<file path="config.mk">
export PLATFORM = sky130hd
export DESIGN_NAME = i2c_line_filter
export DESIGN_NICKNAME = d
export VERILOG_FILES = /design/src/rtl/i2c_pkg.sv /design/src/rtl/i2c_sync_chain.sv /design/src/rtl/i2c_line_filter.sv
export SDC_FILE = /design/constraint.sdc
export NUM_CORES = 1
export LEC_CHECK = 0
export ABC_AREA = 1
export CORE_AREA = 2 2 39 41
export DETAILED_ROUTE_END_ITERATION = 7
export DIE_AREA = 0 0 41 43
export PLACE_DENSITY_LB_ADDON = 0.05
export SLEW_MARGIN = 10
export SYNTH_ARGS = -nofsm -noshare
export SYNTH_HDL_FRONTEND = slang
export SYNTH_HIERARCHICAL = 1
export SYNTH_SLANG_ARGS = --single-unit
</file>
<file path="constraint.sdc">
create_clock -name sys_clk -period 2.1 [get_ports sys_clk]
set_clock_uncertainty 0.05 [all_clocks]
set_input_delay 0.21 -clock sys_clk [delete_from_list [all_inputs] [get_ports sys_clk]]
set_output_delay 0.21 -clock sys_clk [all_outputs]
set_load 0.01 [all_outputs]
</file>
<file path="src/rtl/i2c_pkg.sv">
// Shared I2C slave constants: channel indices and line-filter defaults.
// Latency: n/a (compile-time constants and helpers only).
// Backpressure: n/a.
package i2c_pkg;

  // Channel indices on the multi-line conditioner
  localparam int I2C_SCL = 0;
  localparam int I2C_SDA = 1;
  localparam int I2C_CHANNELS = 2;

  // Defaults shared by the slave top and the line filter so both agree
  localparam int I2C_SYNC_STAGES = 2;
  localparam int I2C_FILTER_LEN  = 4;

  // Width of a counter that must reach len-1; never narrower than one bit
  function automatic int cnt_width(input int len);
    return (len > 1) ? $clog2(len) : 1;
  endfunction

endpackage

</file>
<file path="src/rtl/i2c_sync_chain.sv">
// Single-bit multi-flop synchroniser with a synchronous reset value.
// Latency: STAGES cycles from d_i capture to q_o.
// Backpressure: none; samples every cycle.
module i2c_sync_chain
  import i2c_pkg::*;
#(
  parameter int   STAGES  = I2C_SYNC_STAGES,
  parameter logic RST_VAL = 1'b1
) (
  input  logic clk_i,
  input  logic rst_i,
  input  logic d_i,
  output logic q_o
);

  logic [STAGES-1:0] sync_q;
  logic [STAGES-1:0] sync_d;

  // Shift the raw sample one stage deeper each cycle
  always_comb begin
    sync_d = {sync_q[STAGES-2:0], d_i};
  end

  // Synchroniser flops; reset to the idle bus level
  always_ff @(posedge clk_i) begin
    if (rst_i) begin
      sync_q <= {STAGES{RST_VAL}};
    end else begin
      sync_q <= sync_d;
    end
  end

  assign q_o = sync_q[STAGES-1];

endmodule

</file>
<file path="src/rtl/i2c_line_filter.sv">
// Multi-channel I2C line conditioner: synchronise, deglitch, edge-detect.
// Latency: SYNC_STAGES + FILTER_LEN cycles inp->level/pos/neg; any_edge one more.
// Backpressure: none; pulses are single-cycle and must be consumed when seen.
module i2c_line_filter
  import i2c_pkg::*;
#(
  parameter int                  CHANNELS    = I2C_CHANNELS,
  parameter int                  SYNC_STAGES = I2C_SYNC_STAGES,
  parameter int                  FILTER_LEN  = I2C_FILTER_LEN,
  parameter logic [CHANNELS-1:0] RST_VAL     = {CHANNELS{1'b1}}
) (
  input  logic                sys_clk,
  input  logic                sys_rst,
  input  logic [CHANNELS-1:0] inp,
  output logic [CHANNELS-1:0] level,
  output logic [CHANNELS-1:0] pos,
  output logic [CHANNELS-1:0] neg,
  output logic                any_edge
);

  localparam int               CNT_W   = cnt_width(FILTER_LEN);
  localparam logic [CNT_W-1:0] CNT_MAX = CNT_W'(FILTER_LEN - 1);

  logic [CHANNELS-1:0] edge_vec;
  logic                any_edge_q;
  logic                any_edge_d;

  for (genvar c = 0; c < CHANNELS; c++) begin : g_ch
    logic             s;
    logic [CNT_W-1:0] cnt_q;
    logic [CNT_W-1:0] cnt_d;
    logic             level_q;
    logic             level_d;
    logic             pos_q;
    logic             pos_d;
    logic             neg_q;
    logic             neg_d;

    i2c_sync_chain #(
      .STAGES  (SYNC_STAGES),
      .RST_VAL (RST_VAL[c])
    ) u_sync (
      .clk_i (sys_clk),
      .rst_i (sys_rst),
      .d_i   (inp[c]),
      .q_o   (s)
    );

    // Stability counter: a new level is accepted only after it has held
    // for FILTER_LEN consecutive cycles; any return to the old level
    // throws the partial count away.
    always_comb begin
      cnt_d   = cnt_q;
      level_d = level_q;
      pos_d   = 1'b0;
      neg_d   = 1'b0;
      if (s == level_q) begin
        cnt_d = '0;
      end else if (cnt_q == CNT_MAX) begin
        level_d = s;
        cnt_d   = '0;
        pos_d   = s;
        neg_d   = ~s;
      end else begin
        cnt_d = cnt_q + 1'b1;
      end
    end

    // Per-channel filter state and registered edge pulses
    always_ff @(posedge sys_clk) begin
      if (sys_rst) begin
        cnt_q   <= '0;
        level_q <= RST_VAL[c];
        pos_q   <= 1'b0;
        neg_q   <= 1'b0;
      end else begin
        cnt_q   <= cnt_d;
        level_q <= level_d;
        pos_q   <= pos_d;
        neg_q   <= neg_d;
      end
    end

    assign level[c]    = level_q;
    assign pos[c]      = pos_q;
    assign neg[c]      = neg_q;
    assign edge_vec[c] = pos_q | neg_q;

    a_pos_neg_excl : assert property (@(posedge sys_clk) !(pos_q && neg_q));
    a_cnt_bound    : assert property (@(posedge sys_clk) cnt_q <= CNT_MAX);
  end : g_ch

  // Summary flag is built from the registered pulses, so it trails them by one
  always_comb begin
    any_edge_d = |edge_vec;
  end

  // Registered any-edge flag
  always_ff @(posedge sys_clk) begin
    if (sys_rst) begin
      any_edge_q <= 1'b0;
    end else begin
      any_edge_q <= any_edge_d;
    end
  end

  assign any_edge = any_edge_q;

endmodule

</file>
==> reports/metrics.yaml, run 1 <==
hold_path_end: "g_ch[0].u_sync/sync_q[1]"
area_growth_syn_to_layout_pct: 18.0
synth_top_area_cell: "dfxtp_1"
die_y_um: 43
p_switching_uw: 96.1
antenna_found_initial: 0
r2r_setup_slack_ns: 1.12
viasPerCell: 4.26
grt_usage: 0.111
max_slew_margin: 0.846
yosys_warnings: 6
crit_buf_inv: 1
internal_power_uw: 371
cts_max_path_buffers: 2
synthTopCellsByArea: "dfxtp_1 (53%), buf_4 (8.0%), inv_1 (8.0%)"
whs_ns: 0.364
slowest_stage: "clkdlybuf4s50_1"
syn_inst: 65
clk_root_buffer_cell: "clkbuf_4"
hp-class: "reg -> reg"
cp-end-kind: "primary output"
dr.pass1.iters: 2
cpPeakStageDelay_ns: 0.55
hold_path_depth: 2
dp_hpwl_um: 574
rsz0062_at_grt: "no"
wire_per_inst_um: 8.02
ys_seq_elements: 15
yosysMostFrequentCell: "dfxtp_1"
finalNetCount: 80
layout_setup_ws_ns: 0.638
ir_drop_mv: 0.342
fin_crit_sh: 0.696
hold_buffers: 0
cts_tree: "yes"
netlist_area_um2: 562
setup-violations-final: 0
drc: 0
vias: 379
die_w_um: 41
status: "completed"
maxCapViolCount: 0
r2r_end: "g_ch[1].level_q"
numClockSinks: 15
cp_max_fo: 4
ys_seq_area_frac: 0.535
grt_pass1_wl_um: 1340
switching_share: 0.205
path_depth: 1
setup_tns_ns: 0
r2r_cells: 3
synthTopCellsByCount: "dfxtp_1 (15), inv_1 (12), nand2_1 (8)"
postCtsSetupRepairBufs: 0
globalRouteOverflowTotal: 0
fill_cells: 147
syn-num-nets: 71
power_frac_comb: 0.039
synth.distinct_cells: 12
p_seq_frac: 0.624
p_per_area_mw_per_mm2: 705
power_uw: 467
routed_wl_um: 714
pre_cts_ws_ns: 0.860
r2r-start: "g_ch[1].cnt_q[0]"
drt_iter0_drc: 3
cp_data_required_time_ns: 1.84
syn_avg_cell_area_um2: 8.64
worstPathArrival_ns: 1.20
crit_chain: "clkdlybuf4s50_1"
initial_core_util: 0.406
crit_path_start_kind: "register"
finalHoldViolations: 0
num_rows: 14
clockPowerShare: 0.337
cts_buffers: 3
first_global_vias: 354
postRouteAntennaNets: 0
io-pin-count: 11
drive_above_1_share: 0.137
diodes: 0
crit_family: "buffers and inverters"
worst_slew_pin_slew_ns: 0.231
clk_latency_ns: 0.27
synth_top_cell_area_share: 0.535
die-area_mm2: 0.00176
gp_congestion: 0.648
crit_type: "reg -> out"
async_flop_share: 0
cts_resized: 0
grt_max_degree: 9
period_minus_slack_ns: 1.46
design.core.area_mm2: 0.00138
drv_slew: 0
portBuffers: 10
min_from: "g_ch[0].u_sync/sync_q[0]"
leakagePower_uw: 0.000317
path_clk_slew_ns: 0.09
yosys_most_used_dff: "dfxtp_1"
fmax_mhz: 684
synth_edf_count: 0
cts-htree-levels: 1
-- cells in the final DEF, fill, tap and decap left out, drive strengths merged --
cell type      synthesis  final
a21oi                  3      3
clkdlybuf4s50          0     10
inv                   15     15
nor3                   4      4
dfxtp                 15     15
nand2                 10     10
ha                     2      2
nand4                  2      2
o21ai                  2      2
nor2                   6      6
clkbuf                 0      4
-- layout make-up --
| cell class | count | area (µm²) | area share |
|---|---|---|---|
| Inverter | 15 | 56.3 | 0.0849 |
| Clock buffer | 4 | 26.3 | 0.0396 |
| Multi-Input combinational cell | 29 | 160 | 0.242 |
| Sequential cell | 15 | 300 | 0.453 |
| Tap cell | 16 | 20.0 | 0.0302 |
| Timing Repair Buffer | 10 | 100 | 0.151 |
-- through the flow --
stage | cell area [µm²] | util | std cells
after floorplan | 562 | - | 65
after global placement | 637 | 0.460 | 85
after detailed placement | 637 | 0.460 | 85
after CTS | 663 | 0.479 | 89
after global routing | 663 | 0.479 | 89
final | 663 | 0.479 | 89
-- layer usage --
metal | global-route usage | wire length [µm]
met1 | 0.151 | 358
met2 | 0.144 | 313
met3 | 0.0314 | 31
met4 | 0.0800 | 11
met5 | 0 | 0
-- logic make-up after synthesis --
family                     synth area share
AOI/OAI and AO/OA                    0.0445
buffers and inverters                 0.180
and+or+nand+nor                       0.196
adders and majority gates            0.0445
DFF                                   0.535
-- flip-flops by register name (all words and copies together), names as in the netlist --
name	cells
g_ch.u_sync/sync_q	4
g_ch.pos_q	2
g_ch.level_q	2
any_edge	1
g_ch.neg_q	2
g_ch.cnt_q	4
-- power groups by stage --
stage	registers [µW]	logic (µW)	clock network (µW)
6_report	292	18.2	158
3_5_place_dp	298	18.6	0
5_1_grt	292	21.2	181
4_1_cts	292	18.6	164
3_3_place_gp	298	18.6	0
2_1_floorplan	298	10.1	0
-- how the worst max path moves through the flow --
stage                     startpoint         endpoint  slack, ns
finish               g_ch[1].level_q         level[1]       0.64
global route         g_ch[0].level_q         level[0]       0.57
CTS                  g_ch[1].level_q         level[1]       0.63
detailed placement           sys_rst    g_ch[0].neg_q       0.86
global placement             sys_rst    g_ch[0].pos_q       0.91
floorplan           g_ch[0].cnt_q[0]  g_ch[0].level_q       1.22
No activity file was read; power rests on OpenSTA's default activity.
==> run 2: changes to the inputs <==
Clock period 2.1 ns to 1.4 ns, I/O delays scaled along.
==> reports/metrics.yaml, run 2 (same netlist as run 1, synthesis figures left out) <==
p_seq_frac: 0.624  # about the same
ir_drop_mv: 0.513  # +50%
crit_family: "buffers and inverters"
crit_type: "reg -> out"
cp_data_required_time_ns: 1.21  # -0.63 ns
cts_tree: "yes"
cts_buffers: 3  # unchanged
setup-violations-final: 0  # unchanged
clk_latency_ns: 0.27  # about the same
viasPerCell: 4.26  # unchanged
finalNetCount: 80  # unchanged
r2r_cells: 3  # unchanged
drive_above_1_share: 0.137  # unchanged
crit_path_start_kind: "register"
drc: 0  # unchanged
grt_max_degree: 9  # unchanged
hp-class: "in -> reg"
internal_power_uw: 557  # +50%
portBuffers: 10  # unchanged
grt_pass1_wl_um: 1340  # unchanged
crit_buf_inv: 1  # unchanged
die_y_um: 43  # unchanged
postCtsSetupRepairBufs: 0  # unchanged
p_switching_uw: 144  # +50%
top_regs: "g_ch.cnt_q (4), g_ch.u_sync/sync_q (4)"
layoutNonFillerInstCount: 89  # unchanged
drt_iter0_drc: 3  # unchanged
gp_congestion: 0.665  # +2.6%
routed_wl_um: 714  # unchanged
slowest_stage: "clkdlybuf4s50_1"
hold_buffers: 0  # unchanged
startpoint: "g_ch[1].pos_q"
design.core.area_mm2: 0.00138  # unchanged
dr.pass1.iters: 2  # unchanged
cp_max_fo: 2  # -2
rsz0062_at_grt: "no"
cts_max_path_buffers: 2  # unchanged
globalRouteOverflowTotal: 0  # unchanged
numClockSinks: 15  # unchanged
final_cell_area_um2: 661  # -0.38%
leakagePower_uw: 0.000313  # -1.4%
path_depth: 1  # unchanged
p_per_area_mw_per_mm2: 1060  # +51%
r2r_end: "g_ch[1].level_q"
initial_core_util: 0.406  # unchanged
fin_crit_sh: 0.948
min_from: "inp[1]"
die-area_mm2: 0.00176  # unchanged
wire_per_inst_um: 8.02  # unchanged
r2r_setup_slack_ns: 0.42  # -0.70 ns
crit_chain: "clkdlybuf4s50_1"
postRouteAntennaNets: 0  # unchanged
setup_tns_ns: 0  # unchanged
first_global_vias: 354  # unchanged
worstPathArrival_ns: 1.14  # -0.06 ns
power_frac_comb: 0.039  # about the same
vias: 379  # unchanged
post_dp_cell_area_um2: 637  # unchanged
grt_usage: 0.111  # unchanged
path_clk_slew_ns: 0.09  # about the same
io-pin-count: 11  # unchanged
switching_share: 0.205  # about the same
layout_commonest_cell: "dfxtp_1"
clockPowerShare: 0.337  # about the same
cts-htree-levels: 1  # unchanged
endpoint: "pos[1]"
num_rows: 14  # unchanged
dp_hpwl_um: 574  # unchanged
area_growth_syn_to_layout_pct: 17.6
cpPeakStageDelay_ns: 0.53  # -0.02 ns
placed_cells: 85  # unchanged
cts_resized: 2  # +2
period_minus_slack_ns: 1.33
r2r-start: "g_ch[1].cnt_q[0]"
max_slew_margin: 0.846  # unchanged
final_cell_mix: "dfxtp_1 (15), inv_1 (12), nand2_1 (8), clkdlybuf4s50_1 (8), nor2_1 (6)"
cp-end-kind: "primary output"
finalHoldViolations: 0  # unchanged
antenna_found_initial: 0  # unchanged
drv_slew: 0  # unchanged
clk_root_buffer_cell: "clkbuf_4"
diodes: 0  # unchanged
maxCapViolCount: 0  # unchanged
die_w_um: 41  # unchanged
worst_slew_pin_slew_ns: 0.231  # unchanged
status: "completed"
fmax_mhz: 753
run 2: cell count changes in the layout (fill, tap and decap cells not counted), sizes merged:
cell and delta:
dlygate4sd2 +2, clkdlybuf4s50 -2
run 2: layout make-up:
class	count	area [µm²]
flip-flops and latches	15	300
fillers	148	723
multi-input cells	29	160
inverters	15	56.3
well taps	16	20.0
repair buffers	10	97.6
clock buffers	4	26.3
run 2: through the flow:
| stage | setup slack, ns | hold slack (ns) | utilization | power [µW] |
|---|---|---|---|---|
| floorplan | 0.523 | 0.159 | - | 462 |
| global placement | 0.276 | 0.340 | 0.460 | 475 |
| detailed placement | 0.230 | 0.346 | 0.460 | 475 |
| CTS | 0.0575 | 0.329 | 0.477 | 712 |
| global route | 0.00261 | 0.366 | 0.477 | 742 |
| finish | 0.0722 | 0.336 | 0.477 | 701 |
run 2: routing by layer:
layer | share of wire | vias up | GRT usage
li1 | - | 205 | -
met1 | 0.50 | 163 | 0.151
met2 | 0.44 | 9 | 0.144
met3 | 0.043 | 2 | 0.0314
met4 | 0.015 | 0 | 0.0800
met5 | 0 | - | 0
run 2: power groups by stage:
stage               clock network [µW]  registers (µW)  logic (µW)
finish                             236             437        27.4
global placement                     0             448        27.9
CTS                                246             437        27.9
detailed placement                   0             448        27.9
floorplan                            0             447        15.1
global route                       271             439        31.8
run 2: worst min-delay path by stage:
stage,endpoint,slack [ns],cells past startpoint
2_1_floorplan,any_edge,0.16,1
3_3_place_gp,g_ch[1].u_sync/sync_q[1],0.34,2
3_5_place_dp,g_ch[0].u_sync/sync_q[1],0.35,2
4_1_cts,g_ch[0].u_sync/sync_q[0],0.33,3
5_1_grt,g_ch[0].u_sync/sync_q[0],0.37,3
6_report,g_ch[1].u_sync/sync_q[0],0.34,3
run 2: worst reg2reg max path, cell delays in order, from the launching register on:
cell and delay [ns]:
dfxtp_1 0.32, ha_1 0.23, a21oi_1 0.16, o21ai_0 0.10
